File: config.mk
export PLATFORM = sky130hd
export DESIGN_NAME = fetch_unit
export DESIGN_NICKNAME = d
export VERILOG_FILES = /design/src/rtl/fetch_unit.sv
export SDC_FILE = /design/constraint.sdc
export NUM_CORES = 1
export LEC_CHECK = 0
export CORE_ASPECT_RATIO = 0.9
export CORE_MARGIN = 2
export CORE_UTILIZATION = 55
export DETAILED_ROUTE_END_ITERATION = 6
export PLACE_DENSITY = 0.95
export SYNTH_ARGS = -nofsm -noshare
export SYNTH_HDL_FRONTEND = slang
export SYNTH_SLANG_ARGS = --single-unit
export TNS_END_PERCENT = 5
File: constraint.sdc
create_clock -name clk_i -period 5.8 [get_ports clk_i]
set_input_delay 0.87 -clock clk_i [delete_from_list [all_inputs] [get_ports clk_i]]
set_output_delay 0.87 -clock clk_i [all_outputs]
set_load 0.02 [all_outputs]
File: src/rtl/fetch_unit.sv
// Instruction fetch stage: issues word-aligned requests to instruction memory and
// presents fetched words to IF/ID. It parks a word under stall and drains abandoned requests.
module fetch_unit #(
  parameter logic [31:0] RESET_PC = 32'h0000_0000
) (
  input  logic        clk_i,
  input  logic        rst_i,
  input  logic        stall_i,
  input  logic        branch_i,
  input  logic [31:0] branch_target_i,
  output logic        imem_req_o,
  output logic [31:0] imem_addr_o,
  input  logic        imem_ready_i,
  input  logic [31:0] imem_data_i,
  output logic [31:0] instr_addr_o,
  output logic [31:0] instr_o,
  output logic        valid_o,
  output logic        flush_o,
  output logic [1:0]  dbg_state_o
);

  typedef enum logic [1:0] {
    FETCH = 2'd0,
    HOLD  = 2'd1,
    DRAIN = 2'd2
  } state_t;

  state_t      r_state;
  logic [31:0] r_pc;
  logic [31:0] r_buf_data;
  logic [31:0] r_buf_addr;
  logic [31:0] r_drain_addr;
  logic [31:0] r_instr;
  logic [31:0] r_instr_addr;
  logic        r_valid;

  logic [31:0] w_target;
  logic [31:0] w_pc_next;

  assign w_target  = branch_target_i & 32'hFFFF_FFFC;
  assign w_pc_next = r_pc + 32'd4;

  // Handshake: a request is live while imem_req_o=1 and completes on the cycle
  // imem_ready_i=1; imem_addr_o is held steady until then.
  assign imem_req_o   = (r_state != HOLD);
  assign imem_addr_o  = (r_state == DRAIN) ? r_drain_addr : r_pc;
  assign flush_o      = branch_i;
  assign instr_o      = r_instr;
  assign instr_addr_o = r_instr_addr;
  assign valid_o      = r_valid;
  assign dbg_state_o  = r_state;

  always_ff @(posedge clk_i) begin
    if (rst_i) begin
      r_state      <= FETCH;
      r_pc         <= RESET_PC;
      r_buf_data   <= 32'd0;
      r_buf_addr   <= 32'd0;
      r_drain_addr <= 32'd0;
      r_instr      <= 32'd0;
      r_instr_addr <= 32'd0;
      r_valid      <= 1'b0;
    end else if (branch_i) begin
      r_pc         <= w_target;
      r_instr      <= 32'd0;
      r_instr_addr <= 32'd0;
      r_valid      <= 1'b0;
      r_buf_data   <= 32'd0;
      r_buf_addr   <= 32'd0;
      case (r_state)
        FETCH: begin
          // An unfinished request must still be absorbed before redirecting.
          if (!imem_ready_i) begin
            r_state      <= DRAIN;
            r_drain_addr <= r_pc;
          end
        end
        HOLD:    r_state <= FETCH;
        DRAIN:   r_state <= DRAIN;
        default: r_state <= FETCH;
      endcase
    end else begin
      case (r_state)
        FETCH: begin
          if (imem_ready_i) begin
            r_pc <= w_pc_next;
            if (stall_i) begin
              r_buf_data <= imem_data_i;
              r_buf_addr <= r_pc;
              r_state    <= HOLD;
            end else begin
              r_instr      <= imem_data_i;
              r_instr_addr <= r_pc;
              r_valid      <= 1'b1;
            end
          end else if (!stall_i) begin
            r_instr      <= 32'd0;
            r_instr_addr <= 32'd0;
            r_valid      <= 1'b0;
          end
        end
        HOLD: begin
          if (!stall_i) begin
            r_instr      <= r_buf_data;
            r_instr_addr <= r_buf_addr;
            r_valid      <= 1'b1;
            r_state      <= FETCH;
          end
        end
        DRAIN: begin
          if (imem_ready_i) r_state <= FETCH;
        end
        default: r_state <= FETCH;
      endcase
    end
  end

endmodule

### Yosys cells after proc, flatten, opt, wreduce, memory -nomap -nowiden

Index checks and enable logic that the tools add are counted.
Widths: inputs -> output; s select.

* register bits: 195
* bits of input ports: 69
* output and inout bits: 101
* logic and storage cells: 59

* add/sub/neg operators: 1
* equality and inequality tests: 11
* muxes and demuxes: 25
* bitwise gates (word level): 1
* reduce and logical (&&, ||, !) cells: 12

Operators by type and width (number)
* $mux 32: 11
* $pmux 32 s2: 2
* $add 32x3->32 const B: 1
* $ne 3x3->1 const B: 6
* $mux 2: 6
* $reduce_and 3->1: 3
* $pmux 2 s3: 1
* $reduce_and 2->1: 3
* $reduce_bool 2->1: 3
* $reduce_and 5->1: 1
* $ne 2x2->1 const B: 2
* $pmux 2 s2: 1
* $mux 1: 3
* $eq 2x1->1 const B: 1
* $eq 2x2->1 const B: 1
* $logic_not 2->1: 1
* $ne 2x1->1 const B: 1
* $pmux 1 s2: 1
* $reduce_or 2->1: 1
* $not 1->1: 1

### Longest topological paths before layout

* depth in word-level cells: 4
* mapped depth: 7
* depth with buffers taken out: 6

### Worst setup path after synthesis

Ideal clock, no wire load.

* path type: flip-flop to output port
* start point: register r_state[0] (netlist: dbg_state_o[0])
* end point: output imem_addr_o[10]
* arrival time: 1535 ps
* data required time: 4930 ps
* setup slack: 3395 ps
* cell stages (with the launch flop): 5
* path buffers: 2
* path through: dfxtp_1 > clkbuf_2 > nand2b_1 > clkbuf_1 > mux2_2

* word-level cells in the longest chain between the ends: 2

Ends and longest elaborated chain
* start, declared: RTL line 28 `state_t r_state;`
* start signal, assigned: RTL line 55 `r_state <= FETCH;`
* start signal, assigned: RTL line 74 `r_state <= DRAIN;`
* start signal, assigned: RTL line 78 `HOLD: r_state <= FETCH;`
* $eq 2x2->1: RTL line 46 `assign imem_addr_o = (r_state == DRAIN) ? r_drain_addr : r_pc;`
* $mux 32: RTL line 46
* end, declared: RTL line 12 `output logic [31:0] imem_addr_o,`

Every way passes these cells.

### Worst setup path in the final report

* start point: register r_state[0] (netlist: dbg_state_o[0])
* end point: output imem_addr_o[20]

Same word-level chain as after synthesis.

==> summary by stage <==
Run status
The flow ran to the end, and the final reports show no timing, DRC or antenna violations.

Synth
The Yosys step of the flow raised 0 warnings. The largest total area in the synthesized netlist belongs to sky130_fd_sc_hd__dfxtp_1. The proportion of register bits with asynchronous set or reset after synthesis is 0%.

The synthesized netlist contains 43 unique library cells. The synthesized design contains 187 register bits. The most used flip-flop cell after synthesis is sky130_fd_sc_hd__dfxtp_1. In this run the mean area of a mapped cell was 7.83 sq um. The commonest cells after synthesis are sky130_fd_sc_hd__nand2_1, sky130_fd_sc_hd__dfxtp_1, sky130_fd_sc_hd__a21oi_1.

The cell count after synthesis is 1048. The synthesized design contains 0 enable-type register cells. Yosys attributes the largest share of cell area to sky130_fd_sc_hd__dfxtp_1, sky130_fd_sc_hd__nand2_1, sky130_fd_sc_hd__a21oi_1. The cell area that synthesis handed to floorplanning was 8210 sq um. In the post-synthesis netlist, the cell with the most instances is sky130_fd_sc_hd__nand2_1.

Sequential cells were found to cover 45.6% of the synthesized design area. Summed over its instances, the top area cell type makes up 45.6% of the synthesized netlist area.

GRT
The global-route usage over all layers is 27.5%. The first global-routing pass estimated 35200 um of wire. The residual overflow from global routing is 0. Entering global routing, the biggest net connects 94 pins. The number of antenna violations at the first check in global routing came to 0. The via count of the first global-routing pass came to 7126.

Power
The maximum ir drop on the vdd rail is 0.000225 V. In this run, the combinational gates consume 13.5% of the power. The cell leakage power is 3.54 nW.

In this run switching power makes up 25.8% of total power. Registers are responsible for 47.5% of the overall power. Summed over all nets, the switching power comes to 751 uW.

Per report_power, the clock group accounts for 39.0% of the total. Dividing total power by cell area gives a power density of 282 nW/um^2. The internal portion of the total power is 2.16 mW.

Worst setup path
The largest individual stage delay along the critical path comes from the cell sky130_fd_sc_hd__clkdlybuf4s50_1. The arrival time of data at the critical path endpoint is 2.76 ns. The number of buffers and inverters on the critical path is 2. The kind of cell with the highest combined delay on the critical path is buffers and inverters. The longest individual stage delay on the worst path is 0.55 ns. The worst endpoint required time is 4.93 ns.

The worst setup path is of the flop to primary output kind. The maximum fanout count along the critical path is 21. The signal on the critical path passes through nand2b_1, buf_4, mux2_2, clkdlybuf4s50_1.

The endpoint type of the worst setup path is a primary output. The startpoint type of the worst setup path is a flop.

Clock network
The number of H-tree levels is 4. The maximum number of buffers from clock root to sink is 2. The clock sink total is 187.

The root buffer selected by CTS is sky130_fd_sc_hd__clkbuf_16. The clock-pin slew on the worst setup and hold paths is 0.06 ns. Post-CTS timing repair inserted 0 buffers for setup.

The insertion delay of the later-clocked pin in the worst-skew pair is 0.44 ns. The number of hold buffers added after CTS was 0. TritonCTS built the clock tree.

The post-cts repair resize count is 0. The number of clock buffers added by TritonCTS is 17.

Timing
The hold violation count in the final report is 0. Setup repair after global routing left no endpoint under its margin. The worst hold slack across all endpoints is 0.451 ns. The setup skew after layout is 0.00856 ns. Adding up every negative setup slack in the final design gives 0 ns.

The final-report setup violation count is 0. The worst path uses 62.6% of the clock period. For the pin with the worst max-slew slack, the measured transition is 1.25 ns. The headroom to the max-slew limit is 16.9%. The total count of max-transition violations in the final report is 0. The smallest clock period supported by the final layout is computed as 3.63 ns. For this run, the top clock speed supported by timing is 0.275 GHz. The final setup slack of the worst path is 2.17 ns.

Floorplanning
During I/O placement, the number of pins put on the boundary was 170. From bottom edge to top edge, the die measures 120 um. The area of the die is 15900 sq um. The floorplan has 42 rows. The chip width is 133 um. For this configuration, the core starts out at a cell density of 56.0%. After floorplanning, the core was sized to cover 14700 sq um.

Route
The detail route stage leaves a number of antenna-violating nets equal to 0. The overall routed net length is 21900 um. The detailed router placed 7794 vias in this run. After the first detailed-routing iteration, the DRC count stood at 722. The final routed wire length divided by cell count is 16.3 um. The pre-antenna-repair detailed-routing pass consisted of 6 iterations. After detailed routing, the number of vias per cell comes to 5.81. The number of remaining DRC errors is 0.

Final layout
The layout net count is 1202. The number of antenna cells inserted is 0. Of the cells placed in the final design, the portion with a size suffix greater than 1 is 6.99%.

The multi-input gate area in the final layout is 3960 sq um. The number of inserted filler cells in the final layout is 1055. From synthesis to final layout, the design area changed by 25.5%. The register cell area after layout is 3740 sq um. The count of non-filler cells in the finished layout is 1342.

Placement
The sum of net half-perimeters after detailed placement is 13400 um. The count of buffers from port buffering is 163. The instance count after placement with tap cells included is 1311. Prior to clock tree synthesis, the placed netlist has a worst setup slack of 2.07 ns.

The routability congestion estimate from global placement is 0.809.

Flow run
The max capacitance violation total is 0.

Hold path
The type of the worst min-delay path is flop to flop.
worst reg2reg max path, delay by kind of cell, from the launching register on:
kind / cells / cell delay [ns]
compound gates: 1 / 0.34
buf+inv: 3 / 1.08
flops: 1 / 0.57
simple gates: 2 / 0.45
cells by family after synthesis:
| kind of cell | after synthesis | share of synthesized area, % |
|---|---|---|
| buffers and inverters | 132 | 6.51 |
| adders and majority gates | 1 | 0.152 |
| AOI/OAI and AO/OA | 200 | 15.7 |
| and+or+nand+nor | 464 | 24.4 |
| DFF | 187 | 45.6 |
| xor gates and xnor gates | 29 | 3.09 |
| muxes | 34 | 4.60 |
| other | 1 | 0.0457 |
through the flow:
stage	instance area (sq um)	total power [mW]	utilization [%]
6_report	10300	2.91	70.3
5_1_grt	10300	2.99	70.3
4_1_cts	10300	2.91	70.3
3_5_place_dp	9740	1.79	66.4
3_3_place_gp	9740	1.78	66.4
2_1_floorplan	8220	1.63	-
worst paths after layout:
kind	end	slack [ns]	depth (start not counted)	from
max	imem_addr_o[20]	2.17	4	dbg_state_o[0]
min	r_drain_addr[29]	0.45	2	r_drain_addr[29]
max reg2reg	instr_addr_o[20]	3.24	6	dbg_state_o[1]
min reg2reg	r_drain_addr[29]	0.45	2	r_drain_addr[29]
power groups by stage:
stage / clock, mW / sequential, mW / combinational (mW)
floorplan: 0 / 1.40 / 0.227
global placement: 0 / 1.40 / 0.380
CTS: 1.14 / 1.38 / 0.391
detailed placement: 0 / 1.41 / 0.387
finish: 1.13 / 1.38 / 0.392
global route: 1.19 / 1.39 / 0.421
layer usage:
layer / track usage (%) / vias up / share of wire, %
li1: - / 3710 / -
met1: 35.9 / 3644 / 42
met2: 44.6 / 400 / 48
met3: 5.53 / 40 / 8.4
met4: 11.4 / 0 / 2.0
met5: 0 / - / 0
cell usage in the layout (no fill, tap or decap), types with 9 or more instances in the layout:
cell type                         count
sky130_fd_sc_hd__xnor2_1             24
sky130_fd_sc_hd__dfxtp_1            187
sky130_fd_sc_hd__buf_4                9
sky130_fd_sc_hd__nand4_1             15
sky130_fd_sc_hd__nand2_1            263
sky130_fd_sc_hd__a311oi_1            62
sky130_fd_sc_hd__nand3_1             75
sky130_fd_sc_hd__nor2_1              77
sky130_fd_sc_hd__inv_1               20
sky130_fd_sc_hd__clkbuf_16           17
sky130_fd_sc_hd__clkdlybuf4s50_1    160
sky130_fd_sc_hd__a21oi_1            112
sky130_fd_sc_hd__o21a_1              18
sky130_fd_sc_hd__mux2_2              30
area by class of cell:
type | count | area share (%)
sequential | 187 | 36.3
inverter | 21 | 0.765
timing repair buffer | 173 | 16.5
multi-input combinational | 732 | 38.5
clock buffer | 24 | 4.58
tap | 198 | 2.40
clock inverter | 7 | 0.887
registers in the layout, summed over array words and instances (netlist names):
register and cells:
dbg_state_o 2, instr_addr_o 30, r_pc 30, r_buf_addr 30, r_drain_addr 30, valid_o 1
r_buf_data 32, instr_o 32
Power figures use the tool's default switching activity.
